==> config.mk <==
export PLATFORM = sky130hd
export DESIGN_NAME = wishbone_master_engine
export DESIGN_NICKNAME = d
export VERILOG_FILES = /design/src/rtl/wishbone_master_engine.sv
export SDC_FILE = /design/constraint.sdc
export NUM_CORES = 1
export LEC_CHECK = 0
export BUFFER_PORTS_ARGS = -buffer_cell sky130_fd_sc_hd__buf_4
export CORE_UTILIZATION = 30
export CTS_BUF_LIST = sky130_fd_sc_hd__clkbuf_8
export DETAILED_ROUTE_END_ITERATION = 7
export SLEW_MARGIN = 25
export SYNTH_ARGS = -nofsm -noshare
export SYNTH_HDL_FRONTEND = slang
export SYNTH_SLANG_ARGS = --single-unit
==> constraint.sdc <==
create_clock -name clk -period 2.3 [get_ports clk]
set_clock_uncertainty 0.2 [all_clocks]
set_input_delay 0.115 -clock clk [delete_from_list [all_inputs] [get_ports clk]]
set_output_delay 0.115 -clock clk [all_outputs]
set_load 0.03 [all_outputs]
==> src/rtl/wishbone_master_engine.sv <==
// -----------------------------------------------------------------------------
// wishbone_master_engine
//
// Turns simple host commands into single or incrementing-burst Wishbone
// transactions. Each word has its own ack timeout. The slave interrupt line
// is edge-detected into a sticky pending flag.
//
// Ports
//   clk, rst             clock; asynchronous active-low reset
//   i_cmd_*/o_cmd_ready  command channel: we, start address, byte select, count
//   i_wr_*/o_wr_ready    write-data channel, one word per burst beat
//   o_rsp_*/i_rsp_ready  response channel: read data, 0 for a write, or the
//                        failing address with o_rsp_err on timeout
//   o_m_*/i_m_*          Wishbone master port
//   o_int_pending        sticky rising-edge flag of i_m_int
//   i_int_clear          clears o_int_pending (a simultaneous edge wins)
// -----------------------------------------------------------------------------
module wishbone_master_engine #(
   parameter logic [15:0] TIMEOUT = 16'd1024
) (
   input  logic        clk,
   input  logic        rst,
   input  logic        i_cmd_valid,
   output logic        o_cmd_ready,
   input  logic        i_cmd_we,
   input  logic [31:0] i_cmd_adr,
   input  logic [3:0]  i_cmd_sel,
   input  logic [15:0] i_cmd_count,
   input  logic        i_wr_valid,
   output logic        o_wr_ready,
   input  logic [31:0] i_wr_dat,
   output logic        o_rsp_valid,
   input  logic        i_rsp_ready,
   output logic [31:0] o_rsp_dat,
   output logic        o_rsp_err,
   output logic        o_m_we,
   output logic        o_m_stb,
   output logic        o_m_cyc,
   output logic [3:0]  o_m_sel,
   output logic [31:0] o_m_adr,
   output logic [31:0] o_m_dat,
   input  logic [31:0] i_m_dat,
   input  logic        i_m_ack,
   input  logic        i_m_int,
   output logic        o_int_pending,
   input  logic        i_int_clear
);

   typedef enum logic [2:0] {
      S_IDLE,
      S_FETCH,
      S_REQ,
      S_RSP,
      S_ERR
   } state_t;

   state_t      state_q, state_d;
   logic        we_q;
   logic [31:0] adr_q;
   logic [3:0]  sel_q;
   logic [15:0] cnt_q;       // words still to be acked
   logic [15:0] to_cnt_q;    // cycles spent in the current REQ
   logic [31:0] wdat_q;
   logic [31:0] rsp_dat_q;
   logic        cyc_q;
   logic        int_q, int_prev_q, pending_q;

   logic accept, fetch, acked, timeout;
   logic cmd_ready, wr_ready, stb, rsp_valid, rsp_err;

   // NOTE: sequential state uses non-blocking assignments so every register
   // samples the pre-edge values, independent of block ordering.
   always_ff @(posedge clk or negedge rst) begin
      if (!rst) state_q <= S_IDLE;
      else      state_q <= state_d;
   end

   // NOTE: every signal written here gets a default first, so no path through
   // the case can leave one unassigned and infer a latch.
   always_comb begin
      state_d   = state_q;
      cmd_ready = 1'b0;
      wr_ready  = 1'b0;
      stb       = 1'b0;
      rsp_valid = 1'b0;
      rsp_err   = 1'b0;
      accept    = 1'b0;
      fetch     = 1'b0;
      acked     = 1'b0;
      timeout   = 1'b0;
      case (state_q)
         S_IDLE: begin
            cmd_ready = 1'b1;
            if (i_cmd_valid) begin
               accept  = 1'b1;
               state_d = i_cmd_we ? S_FETCH : S_REQ;
            end
         end
         S_FETCH: begin
            wr_ready = 1'b1;
            if (i_wr_valid) begin
               fetch   = 1'b1;
               state_d = S_REQ;
            end
         end
         S_REQ: begin
            stb = 1'b1;
            // An ack in the final allowed cycle still completes the word.
            if (i_m_ack) begin
               acked = 1'b1;
               if (!we_q || cnt_q == 16'd1) state_d = S_RSP;
               else                         state_d = S_FETCH;
            end else if (to_cnt_q == TIMEOUT - 16'd1) begin
               timeout = 1'b1;
               state_d = S_ERR;
            end
         end
         S_RSP: begin
            rsp_valid = 1'b1;
            if (i_rsp_ready) begin
               // cnt_q was already decremented by the ack that got us here.
               if (!we_q && cnt_q != 16'd0) state_d = S_REQ;
               else                         state_d = S_IDLE;
            end
         end
         S_ERR: begin
            rsp_valid = 1'b1;
            rsp_err   = 1'b1;
            if (i_rsp_ready) state_d = S_IDLE;
         end
         default: state_d = S_IDLE;
      endcase
   end

   always_ff @(posedge clk or negedge rst) begin
      if (!rst) begin
         we_q      <= 1'b0;
         adr_q     <= '0;
         sel_q     <= '0;
         cnt_q     <= '0;
         to_cnt_q  <= '0;
         wdat_q    <= '0;
         rsp_dat_q <= '0;
         cyc_q     <= 1'b0;
      end else begin
         if (accept) begin
            we_q  <= i_cmd_we;
            adr_q <= i_cmd_adr;
            sel_q <= i_cmd_sel;
            cnt_q <= (i_cmd_count == 16'd0) ? 16'd1 : i_cmd_count;
         end
         if (fetch) wdat_q <= i_wr_dat;
         if (acked) begin
            adr_q     <= adr_q + 32'd4;   // wraps naturally at 2^32
            cnt_q     <= cnt_q - 16'd1;
            rsp_dat_q <= we_q ? 32'd0 : i_m_dat;
         end
         if (timeout) rsp_dat_q <= adr_q;

         // Restarts from 0 on every entry to REQ.
         if (state_q == S_REQ) to_cnt_q <= to_cnt_q + 16'd1;
         else                  to_cnt_q <= '0;

         // cyc spans the whole command, including FETCH gaps and RSP waits.
         if (state_d == S_IDLE || state_d == S_ERR) cyc_q <= 1'b0;
         else if (state_d == S_REQ)                 cyc_q <= 1'b1;
      end
   end

   // Two-stage sampling: edge is judged on registered values, so the flag
   // rises two cycles after i_m_int.
   always_ff @(posedge clk or negedge rst) begin
      if (!rst) begin
         int_q      <= 1'b0;
         int_prev_q <= 1'b0;
         pending_q  <= 1'b0;
      end else begin
         int_q      <= i_m_int;
         int_prev_q <= int_q;
         pending_q  <= (int_q & ~int_prev_q) | (pending_q & ~i_int_clear);
      end
   end

   assign o_cmd_ready   = cmd_ready;
   assign o_wr_ready    = wr_ready;
   assign o_rsp_valid   = rsp_valid;
   assign o_rsp_err     = rsp_err;
   assign o_rsp_dat     = rsp_valid ? rsp_dat_q : 32'd0;
   assign o_m_stb       = stb;
   assign o_m_cyc       = cyc_q;
   assign o_m_we        = cyc_q & we_q;
   assign o_m_adr       = adr_q;
   assign o_m_sel       = sel_q;
   assign o_m_dat       = wdat_q;
   assign o_int_pending = pending_q;

endmodule

==> impl_metrics.toml <==
[detailed_routing]
drc = 0
wl_met1_um = 10900
ant_nets = 0
highest-signal-layer = "met5"
drtPass1Iterations = 5
wl_um = 24900
viasPerCell = 4.85
routed-via-count = 7046
post_drt_wl_per_cell_um = 17.2
first_iter_violations = 376
met2WireLength_um = 12100
dr_wl_met3_um = 1450

[synth]
yosysWarnings = 0
synth_area_um2 = 7290
postSynthCellCount = 697
synthMostInstantiatedCell = "dfrtp_1"
yosysTopAreaCellShare = 0.481
syn_nets = 826
ys_ff_latch = 140
async_flop_share = 1.00
ys_seq_area_frac = 0.481
synth.distinct_cells = 59
synth_enable_flop_cells = 0
synth_ff_type = "dfrtp_1"
ys_top_cells_by_area = "dfrtp_1, mux2_2, nand2_1"
synth.largest_area_cell = "dfrtp_1"
yosys-top-cells-count = "dfrtp_1, mux2_2, nand2_1"
avgSynthCellArea_um2 = 10.5

[timing]
finalCritPeriodShare = 1.08
worst_slack_ps = -177
rsz0062_at_grt = "yes"
hold-worst-slack_ps = 138
drv_slew = 0
hold_violations = 0
tightest_slew_ps = 724
fmax_ghz = 0.404
max_slew_margin = 0.517
min_period_ps = 2480
setup_violations = 31

[finish]
regArea_um2 = 3510
final_nets = 1250
fillers = 2098
finalCoreUtilization = 0.515
multi_input_area_um2 = 3800
drive_gt1_frac = 0.448
area_delta_synth_final_pct = 66.8
fin_area_um2 = 12200

[worst_setup_path]
end_kind = "flip-flop"
cp-start-kind = "flip-flop"
crit_family = "simple AND/OR/NAND/NOR gates"
critPathBufInv = 1
cp_data_required_time_ps = 2430
crit_chain = "or4_4 -> nor3_4 -> and4_4 -> buf_12 -> mux2_1 -> mux2_2"
crit_path_max_fanout = 21
crit_arrival_ps = 2610
critPathKind = "reg2reg"
critPathMaxStageDelay_ps = 550
cp_slowest_cell = "or4_4"

[cts]
cts.sinks = 140
cts_root_buffer = "clkbuf_8"
cts.path.max_buffers = 2
clk_latency_ps = 450
tritoncts = "done"
worst_setup_hold_path_clk_slew_ps = 80
htreeDepth = 4
cts-buffers-inserted = 17

[placement]
post_dp_cell_area_um2 = 9860
gp_congestion = 0.765
dp_slack_ps = -196
place_hpwl_um = 16400
port_buffers = 232

[floorplan]
dieArea_um2 = 24900
num_rows = 56
num_io_pins = 233
start_util = 0.309
die_x_um = 158
fp.dieH_um = 158
core_um2 = 23600

[grt]
antenna_found_initial = 2
grt_pass1_wl_um = 37400
grt_usage = 0.196
grt_max_degree = 51
grt_pass1_vias = 7048
grt_overflow = 0

[run_status]
violations = "setup timing"
status = "complete, but fails checks"

[power_and_ir_drop]
ir_drop_mv = 0.613
cellPowerDensity_nw_per_um2 = 1200
p_leak_nw = 5.49
power.total_w = 0.0145

[hold_path]
hp-class = "in2reg"

[flow_run]
maxCapViolations = 0
[registers in the layout (all words and copies together), names as in the netlist]
register,count
cnt_q,16
int_prev_q,1
int_q,1
o_int_pending,1
o_m_adr,32
o_m_cyc,1
o_m_dat,32
o_m_sel,4
rsp_dat_q,32
state_q,3
to_cnt_q,16
we_q,1
[final timing paths]
kind	start	end	slack [ps]	depth (start not counted)
worst max-delay path	to_cnt_q[12]	rsp_dat_q[0]	-180	6
worst min-delay path	i_m_int	int_q	140	2
worst max register to register	to_cnt_q[12]	rsp_dat_q[0]	-180	6
worst min register to register	int_q	int_prev_q	180	0
max in group asynchronous	rst	to_cnt_q[1]	710	4
min in group asynchronous	rst	rsp_dat_q[22]	500	3
[layout make-up]
cell class,instances,area share
Timing Repair Buffer,447,0.329
Multi-Input combinational cell,504,0.312
Sequential cell,140,0.288
Tap cell,319,0.0328
Clock buffer,17,0.0192
Clock inverter,15,0.0143
Inverter,11,0.00340
Antenna cell,1,0.000206
[cell families after synthesis]
logic type      count (synthesis)  share of synthesized area
simple gates                  293                      0.215
flops                         140                      0.481
mux                            97                      0.150
compound gates                 96                     0.0944
buf+inv                        53                     0.0361
xor+xnor                       14                     0.0168
fa+ha+maj                       4                    0.00687
[placed cells by master, fill, tap and decap left out, drive strengths merged, types with 21 or more instances in the layout]
cell	instances
nor2	38
o211ai	21
nor2b	32
dfrtp	140
buf	320
dlygate4sd3	126
and2	40
nand3	35
mux2	96
nand2	79
[metal layers]
layer	global-route usage	up-vias
met3	0.0498	31
met2	0.327	221
met1	0.247	3427
met5	0	-
li1	-	3365
met4	0.0638	2
[metrics by stage]
| step | TNS, ps | cells |
|---|---|---|
| after detailed placement | -5340 | 1271 |
| final | -4080 | 1454 |
| after CTS | -4020 | 1443 |
| after global routing | -7230 | 1454 |
| after global placement | -3990 | 1271 |
| after floorplan | -6360 | 697 |
[power by group]
| part | switching, W | leakage, nW | internal (W) | total [W] |
|---|---|---|---|---|
| clock | 0.00111 | 0.195 | 0.00100 | 0.00212 |
| combinational | 0.00422 | 3.54 | 0.00390 | 0.00812 |
| sequential | 0.000831 | 1.75 | 0.00347 | 0.00430 |
[repair_timing]
item	4_1_cts	5_1_grt
setup buffers	11	8
hold endpoints to repair	262	1
cloned	4	1
hold buffers	125	1
pin swaps	5	36
gates resized for setup	37	80
endpoints found under the setup margin	68	79
Note: power is estimated with default switching activity, not from simulation.
